[config.mk]
export PLATFORM = sky130hd
export DESIGN_NAME = fifo_write_arbiter
export DESIGN_NICKNAME = d
export VERILOG_FILES = /design/src/rtl/fifo_write_arbiter.sv
export SDC_FILE = /design/constraint.sdc
export NUM_CORES = 1
export LEC_CHECK = 0
export CORE_UTILIZATION = 30
export CTS_CLUSTER_SIZE = 40
export DETAILED_ROUTE_END_ITERATION = 8
export PLACE_DENSITY_LB_ADDON = 0.15
export SETUP_SLACK_MARGIN = 0.1
export SLEW_MARGIN = 10
export SYNTH_ARGS = -nofsm -noshare
export SYNTH_HDL_FRONTEND = slang
export SYNTH_SLANG_ARGS = --single-unit
[constraint.sdc]
create_clock -name clk -period 2.3 [get_ports clk]
set_input_delay 0.46 -clock clk [delete_from_list [all_inputs] [get_ports clk]]
set_output_delay 0.46 -clock clk [all_outputs]
set_load 0.01 [all_outputs]
[src/rtl/fifo_write_arbiter.sv]
// Round-robin arbiter that shares one FIFO write port among NUM_REQ producers.
// The owner keeps the port for up to MAX_BURST words, and writes are throttled on full and almost_full.
module fifo_write_arbiter #(
  parameter int NUM_REQ   = 4,
  parameter int DATA_W    = 8,
  parameter int MAX_BURST = 4
) (
  input  logic                      clk,
  input  logic                      rst_n,
  input  logic [NUM_REQ-1:0]        req,
  input  logic [NUM_REQ*DATA_W-1:0] req_data,
  input  logic [NUM_REQ-1:0]        req_last,
  output logic [NUM_REQ-1:0]        ack,
  output logic [NUM_REQ-1:0]        grant,
  output logic                      stalled,
  output logic                      w_en,
  output logic [DATA_W-1:0]         data_in,
  input  logic                      full_flag,
  input  logic                      almost_full,
  output logic [1:0]                dbg_state
);

  // Handshake: a producer holds req[i] high with a valid word and req_last[i].
  // The word is consumed in the cycle where ack[i]=1 and is written to the FIFO
  // one cycle later. Requests from non-owners stay pending and are never acked.

  localparam int IDX_W = (NUM_REQ > 1) ? $clog2(NUM_REQ) : 1;
  localparam int CNT_W = $clog2(MAX_BURST) + 1;

  typedef enum logic [1:0] {
    S_IDLE  = 2'd0,
    S_OWN   = 2'd1,
    S_STALL = 2'd2
  } state_t;

  state_t             state_q, state_d;
  logic [IDX_W-1:0]   owner_q, owner_d;
  logic [IDX_W-1:0]   last_owner_q, last_owner_d;
  logic [CNT_W-1:0]   burst_cnt_q, burst_cnt_d;
  logic [NUM_REQ-1:0] grant_q, grant_d;
  logic               stalled_q, stalled_d;
  logic               w_en_q, w_en_d;
  logic [DATA_W-1:0]  data_in_q, data_in_d;

  logic               pick_valid;
  logic [IDX_W-1:0]   pick_idx;
  logic [IDX_W-1:0]   cand_idx;
  int unsigned        cand;
  logic               owner_req;
  logic               acc;
  logic               burst_end;
  logic [DATA_W-1:0]  owner_data;

  // The scan starts one past the last owner, so every requester gets a turn.
  always_comb begin
    pick_valid = 1'b0;
    pick_idx   = '0;
    cand       = 0;
    cand_idx   = '0;
    for (int i = 1; i <= NUM_REQ; i++) begin
      cand     = (int'(last_owner_q) + i) % NUM_REQ;
      cand_idx = IDX_W'(cand);
      if (!pick_valid && req[cand_idx]) begin
        pick_valid = 1'b1;
        pick_idx   = cand_idx;
      end
    end
  end

  assign owner_req  = req[owner_q];
  assign owner_data = req_data[owner_q*DATA_W +: DATA_W];
  assign burst_end  = req_last[owner_q] || (burst_cnt_q == CNT_W'(MAX_BURST - 1));

  // Reset also blocks acceptance so that no word is lost while the block is in reset.
  assign acc = rst_n && (state_q == S_OWN) && owner_req && !full_flag &&
               !(almost_full && w_en_q);

  always_comb begin
    state_d      = state_q;
    owner_d      = owner_q;
    last_owner_d = last_owner_q;
    burst_cnt_d  = burst_cnt_q;
    grant_d      = grant_q;
    case (state_q)
      S_IDLE: begin
        grant_d = '0;
        if (pick_valid) begin
          owner_d     = pick_idx;
          grant_d     = NUM_REQ'(1) << pick_idx;
          burst_cnt_d = '0;
          state_d     = S_OWN;
        end
      end
      S_OWN: begin
        if (!owner_req) begin
          state_d      = S_IDLE;
          last_owner_d = owner_q;
          grant_d      = '0;
        end else if (full_flag) begin
          state_d = S_STALL;
        end else if (acc) begin
          if (burst_end) begin
            state_d      = S_IDLE;
            last_owner_d = owner_q;
            grant_d      = '0;
            burst_cnt_d  = '0;
          end else begin
            burst_cnt_d = burst_cnt_q + CNT_W'(1);
          end
        end
      end
      S_STALL: begin
        if (!owner_req) begin
          state_d      = S_IDLE;
          last_owner_d = owner_q;
          grant_d      = '0;
        end else if (!full_flag) begin
          state_d = S_OWN;
        end
      end
      default: begin
        state_d = S_IDLE;
        grant_d = '0;
      end
    endcase
  end

  always_comb begin
    w_en_d    = acc;
    data_in_d = acc ? owner_data : data_in_q;
    stalled_d = (state_d == S_STALL);
  end

  always_ff @(posedge clk) begin
    if (!rst_n) begin
      state_q      <= S_IDLE;
      owner_q      <= '0;
      last_owner_q <= IDX_W'(NUM_REQ - 1);
      burst_cnt_q  <= '0;
      grant_q      <= '0;
      stalled_q    <= 1'b0;
      w_en_q       <= 1'b0;
      data_in_q    <= '0;
    end else begin
      state_q      <= state_d;
      owner_q      <= owner_d;
      last_owner_q <= last_owner_d;
      burst_cnt_q  <= burst_cnt_d;
      grant_q      <= grant_d;
      stalled_q    <= stalled_d;
      w_en_q       <= w_en_d;
      data_in_q    <= data_in_d;
    end
  end

  assign ack       = acc ? (NUM_REQ'(1) << owner_q) : '0;
  assign grant     = grant_q;
  assign stalled   = stalled_q;
  assign w_en      = w_en_q;
  assign data_in   = data_in_q;
  assign dbg_state = state_q;

endmodule

==> flow_metrics.env, run 1 <==
export IMPL_cts_root_buf="clkbuf_8"
export IMPL_worstSetupPathType="input pin to output pin"
export IMPL_wl_per_cell_um=15.04
export IMPL_ys_ff_latch=23
export IMPL_finalWeightedCongestion=0.8806
export IMPL_ctsHoldBuffers=0
export IMPL_startpoint="req[3]"
export IMPL_ant_nets=0
export IMPL_antenna_found_initial=0
export IMPL_grt_use_total_pct=17.54
export IMPL_synth_edff_count=0
export IMPL_ys_types=48
export IMPL_cts_path_max_buffers=2
export IMPL_avgSynthCellArea_um2=9.832
export IMPL_io_pins=64
export IMPL_cts_num_sinks=23
export IMPL_htree_levels=1
export IMPL_drive_above_1_share_pct=19.63
export IMPL_die_w_um=69.98
export IMPL_setup_worst_path_end="ack[3]"
export IMPL_fmax_mhz=470.1
export IMPL_rows=24
export IMPL_start_util_pct=31.62
export IMPL_clk_latency_ns=0.27
export IMPL_dr_pass1_iters=4
export IMPL_relSlewSlack_pct=58.98
export IMPL_finalMaxSlewViolations=0
export IMPL_die_area_um2=4897
export IMPL_arrival_ns=1.67
export IMPL_final_hold_violation_count=0
export IMPL_reg2reg_depth=5
export IMPL_vdd_drop_max_mv=0.2333
export IMPL_ys_warnings_count=0
export IMPL_setup_viol=0
export IMPL_synth_largest_area_cell="dfxtp_1"
export IMPL_synth_area_leaders="dfxtp_1 33%, mux4_2 15%, mux2i_1 7.9%, nor2_1 3.8%, nand2_1 3.0%"
export IMPL_max_slew_worst_pin_slew_ns=0.6106
export IMPL_synth_cells=141
export IMPL_reg2reg_from="owner_q[0]"
export IMPL_antennaDiodeCount=0
export IMPL_drv_cap=0
export IMPL_synth_top_area_share_pct=33.21
export IMPL_finClkSkew_ns=0.007405
export IMPL_port_buffers=63
export IMPL_hold_path_class="flop to flop"
export IMPL_cts_tree="built"
export IMPL_route_detailed_drc=0
export IMPL_synth_area_um2=1386
export IMPL_dieHeight_um=69.98
export IMPL_final_common_cell="clkdlybuf4s50_1"
export IMPL_num_vias=1431
export IMPL_grt_pass1_wl_mm=6.810
export IMPL_r2r_end="grant[2]"
export IMPL_min_from="grant[2]"
export IMPL_drtIter0Drc=51
export IMPL_wl_mm=4.075
export IMPL_async_reset_ff_share_pct=0
export IMPL_rsz0062_at_grt="false"
export IMPL_leakagePower_nw=0.8415
export IMPL_crit_required_ns=1.84
export IMPL_min_path_cells=2
export IMPL_dp_slack_ns=-0.4094
export IMPL_gr_total_overflow=0
export IMPL_endpoint_kind="output pin"
export IMPL_ff2ff_setup_slack_ns=0.46
export IMPL_status="finished, final reports clean"
export IMPL_clk_pin_slew_worst_paths_ns=0.08
export IMPL_ys_seq_area_share_pct=33.21
export IMPL_syn_nets=187
export IMPL_cts_made_buffers=3
export IMPL_startpoint_type="input pin"
export IMPL_p_per_area_nw_per_um2=522.0
export IMPL_fin_ws_ns=0.1728
export IMPL_finalPower_w=0.001161
export IMPL_layout_area_overhead_vs_synth_pct=60.38
export IMPL_synth_main_ff_cell="dfxtp_1"
export IMPL_vias_per_cell=5.280
export IMPL_layout_min_cycle_time_ns=2.127
export IMPL_place_hpwl_mm=3.080
export IMPL_grt_pass1_vias=1448
export IMPL_layout_common_cells="53 x clkdlybuf4s50_1, 23 x dfxtp_1, 21 x buf_4"
export IMPL_fp_coreArea_um2=4384
export IMPL_fin_nets=266
export IMPL_crit_fanout=4
export IMPL_grt_max_degree=20
export IMPL_period_share_pct=92.49
==> registers in the layout, indices dropped and copies added (netlist names) <==
signal and count:
stalled 1, data_in 8, grant 4, w_en 1, last_owner_q 2, dbg_state 2, owner_q 2, burst_cnt_q 3
==> how the worst min path moves through the flow <==
| stage | to | slack, ns |
|---|---|---|
| 3_5_place_dp | grant[1] | 0.46 |
| 5_1_grt | grant[3] | 0.50 |
| 4_1_cts | grant[2] | 0.48 |
| 2_1_floorplan | burst_cnt_q[1] | 0.44 |
| 6_report | grant[2] | 0.48 |
| 3_3_place_gp | burst_cnt_q[1] | 0.45 |
==> cells in the mapped netlist, drive strengths merged (3+ instances only) <==
| library cell | number |
|---|---|
| nor2b | 3 |
| nor2 | 14 |
| nor3 | 3 |
| dfxtp | 23 |
| clkbuf | 4 |
| mux4 | 9 |
| nand4 | 5 |
| nand2 | 11 |
| o31ai | 3 |
| a21oi | 3 |
| o32ai | 4 |
| inv | 7 |
| buf | 6 |
| mux2i | 11 |
| nand2b | 3 |
==> cells by family after synthesis <==
logic type / Yosys count / share of synthesized area, %
AO/OA/AOI/OAI: 29 / 17.15
buffers and inverters: 17 / 6.136
adder cells (fa/ha/maj): 2 / 1.805
multiplexers: 21 / 23.38
XOR/XNOR: 1 / 0.6319
AND/OR/NAND/NOR: 48 / 17.69
flip-flops: 23 / 33.21
==> area by class of cell <==
class | instances | area, um^2
repair buffers | 84 | 764.5
clock buffers | 4 | 45.04
flip-flops and latches | 23 | 460.4
multi-input cells | 101 | 862.1
fillers | 401 | 2161
inverters | 7 | 26.28
well taps | 52 | 65.06
==> repair_timing <==
action                                  CTS  global route
endpoints found under the setup margin    4             2
gates resized for setup                  24             2
setup buffers                             3             0
==> critical path: stages <==
cell	delay, ns
dlygate4sd2_1	0.24
mux4_2	0.52
nand4_4	0.10
inv_2	0.05
and3_1	0.16
buf_2	0.13
==> power breakdown <==
part           switching [W]  leakage [nW]  internal (W)
logic               0.000202         0.632      0.000247
clock network       0.000134        0.0228      0.000124
registers          0.0000239         0.187      0.000428
==> through the flow <==
step	cell area (um^2)	instances	util, %	TNS [ns]	hold slack, ns
after floorplan	1386	141	-	0	0.4438
after global routing	2223	271	50.71	0	0.5014
after CTS	2216	271	50.54	0	0.4792
final	2223	271	50.71	0	0.4797
after global placement	2158	264	49.23	-1.314	0.4540
after detailed placement	2158	264	49.23	-1.355	0.4599
==> per-layer routing <==
| layer | global-route usage, % | vias to the layer above | share of wire [%] |
|---|---|---|---|
| li1 | - | 692 | - |
| met1 | 21.94 | 676 | 44 |
| met2 | 30.02 | 56 | 48 |
| met3 | 2.742 | 7 | 6.0 |
| met4 | 7.111 | 0 | 1.8 |
| met5 | 0 | - | 0 |
(Power assumes the default switching activity.)
==> run 2, diff against run 1 <==
--- a/config.mk
+++ b/config.mk
@@ -5,7 +5,7 @@
 export SDC_FILE = /design/constraint.sdc
 export NUM_CORES = 1
 export LEC_CHECK = 0
-export CORE_UTILIZATION = 30
+export CORE_UTILIZATION = 41
 export CTS_CLUSTER_SIZE = 40
 export DETAILED_ROUTE_END_ITERATION = 8
 export PLACE_DENSITY_LB_ADDON = 0.15
==> run 2 against run 1 <==
  * Core utilization rose by 19 points
  * Register-to-register slack improved by 0.02 ns
  * Maximum frequency fell by 1.6%
  * First-iteration DRC count rose by 3.9%
  * Combinational power barely moved
  * Sequential cell count did not move
  * Worst setup slack got worse by 0.035 ns
  * Critical endpoint is now ack[1]
  * Largest power group unchanged
==> flow_metrics.env, run 2 (synthesis gave the netlist of run 1 again) <==
export IMPL_port_buffers=63
export IMPL_cts_root_buf="clkbuf_4"
export IMPL_reg2reg_depth=5
export IMPL_drv_cap=0
export IMPL_layout_common_cells="55 x clkdlybuf4s50_1, 22 x dfxtp_1, 17 x buf_4"
export IMPL_p_per_area_nw_per_um2=502.6
export IMPL_grt_pass1_vias=1370
export IMPL_ant_nets=0
export IMPL_largest_reg_flops=8
export IMPL_crit_required_ns=1.84
export IMPL_vdd_drop_max_mv=0.3312
export IMPL_reg2reg_from="owner_q[0]"
export IMPL_cts_path_max_buffers=2
export IMPL_switching_power_w=0.0003517
export IMPL_start_util_pct=44.32
export IMPL_p_comb_share_pct=41.0
export IMPL_swShare_pct=32.23
export IMPL_ff2ff_setup_slack_ns=0.48
export IMPL_cts_made_buffers=3
export IMPL_dr_pass1_iters=4
export IMPL_relSlewSlack_pct=64.44
export IMPL_holdPathEnd="grant[3]"
export IMPL_setup_tns_ns=0
export IMPL_wl_per_cell_um=15.33
export IMPL_fmax_mhz=462.6
export IMPL_final_hold_violation_count=0
export IMPL_regArea_um2=461.7
export IMPL_dieHeight_um=60.15
export IMPL_layout_min_cycle_time_ns=2.162
export IMPL_cts_tree="built"
export IMPL_max_slew_worst_pin_slew_ns=0.5294
export IMPL_crit_fanout=3
export IMPL_setup_viol=0
export IMPL_endpoint_kind="output pin"
export IMPL_startpoint_type="input pin"
export IMPL_period_share_pct=93.99
export IMPL_antenna_found_initial=0
export IMPL_finalMaxSlewViolations=0
export IMPL_place_hpwl_mm=3.002
export IMPL_multiInputGateArea_um2=867.1
export IMPL_status="finished, final reports clean"
export IMPL_die_w_um=60.15
export IMPL_layout_area_overhead_vs_synth_pct=56.59
export IMPL_wl_mm=3.971
export IMPL_num_vias=1450
export IMPL_r2r_end="grant[3]"
export IMPL_fin_nets=262
export IMPL_arrival_ns=1.70
export IMPL_drive_above_1_share_pct=19.53
export IMPL_clk_pin_slew_worst_paths_ns=0.13
export IMPL_min_path_cells=2
export IMPL_fp_coreArea_um2=3128
export IMPL_fillerInstances=228
export IMPL_ctsHoldBuffers=0
export IMPL_rsz0062_at_grt="true"
export IMPL_power_frac_clock_pct=17.5
export IMPL_rows=20
export IMPL_htree_levels=1
export IMPL_finalWeightedCongestion=0.7998
export IMPL_grt_pass1_wl_mm=6.016
export IMPL_worstSetupPathType="input pin to output pin"
export IMPL_clk_latency_ns=0.31
export IMPL_route_detailed_drc=0
export IMPL_finClkSkew_ns=0.001595
export IMPL_pwr_share_seq_pct=41.5
export IMPL_final_common_cell="clkdlybuf4s50_1"
export IMPL_min_from="grant[3]"
export IMPL_fin_util_pct=69.40
export IMPL_vias_per_cell=5.598
export IMPL_hold_path_class="flop to flop"
export IMPL_antennaDiodeCount=0
export IMPL_drtIter0Drc=53
export IMPL_grt_max_degree=20
export IMPL_gr_total_overflow=0
export IMPL_grt_use_total_pct=22.41
export IMPL_p_int_w=0.0007394
export IMPL_io_pins=64
export IMPL_cts_num_sinks=23
export IMPL_die_area_um2=3618
export IMPL_leakagePower_nw=0.8087
run 2: cell count changes in the layout (fill, tap and decap cells not counted):
cell / change
clkdlybuf4s50_1: +2
nor3_1: -1
clkbuf_8: -3
clkbuf_4: +3
clkinv_2: +1
buf_4: -4
dlygate4sd2_1: -1
dfxtp_2: +1
dfxtp_1: -1
nor3_2: +1
clkbuf_1: -1
dlymetal6s2s_1: -1
run 2: worst max path at each step:
stage	start	to
final	rst_n	ack[1]
after floorplan	owner_q[1]	ack[3]
after global placement	req[3]	ack[3]
after CTS	rst_n	ack[1]
after global routing	rst_n	ack[1]
after detailed placement	req[1]	ack[3]
run 2: worst max-delay path: stages:
cell and delay, ns:
clkdlybuf4s50_1 0.49, nor2b_4 0.18, nand4_4 0.10, buf_4 0.16, nor3b_2 0.16, buf_2 0.15
run 2: timing repair:
item                       CTS  global route
pin swaps                    0             0
buffers inserted             1             0
setup endpoints to repair    4             3
gates resized for setup     23             3
run 2: area by class of cell:
| class | count | share of cell area, % |
|---|---|---|
| flip-flops and latches | 23 | 21.27 |
| clock inverters | 1 | 0.2305 |
| inverters | 7 | 1.210 |
| well taps | 44 | 2.536 |
| clock buffers | 3 | 1.037 |
| repair buffers | 80 | 33.78 |
| multi-input cells | 101 | 39.94 |
run 2: per-stage QoR:
step                hold WS, ns  setup WS [ns]  area (um^2)  total power (W)  std cells
floorplan                0.4438         0.2680         1386        0.0007126        141
global placement         0.4525        -0.3706         2133        0.0008875        254
detailed placement       0.4580        -0.3934         2133        0.0009016        254
CTS                      0.4796         0.1078         2160         0.001099        259
global route             0.5052        0.08605         2171         0.001153        259
finish                   0.4791         0.1383         2171         0.001091        259
run 2: power groups by stage:
| stage | Clock, W | Sequential (W) | Combinational, W |
|---|---|---|---|
| after CTS | 0.000201 | 0.000452 | 0.000446 |
| after floorplan | 0 | 0.000464 | 0.000248 |
| final | 0.000191 | 0.000453 | 0.000447 |
| after global placement | 0 | 0.000458 | 0.000429 |
| after detailed placement | 0 | 0.000461 | 0.000441 |
| after global routing | 0.000214 | 0.000457 | 0.000482 |
run 2: per-layer routing:
metal,GRT usage [%],up-vias,wire length [um]
met4,7.641,0,30
met5,0,-,0
met3,3.247,4,329
li1,-,693,-
met2,41.29,54,2037
met1,26.00,699,1573
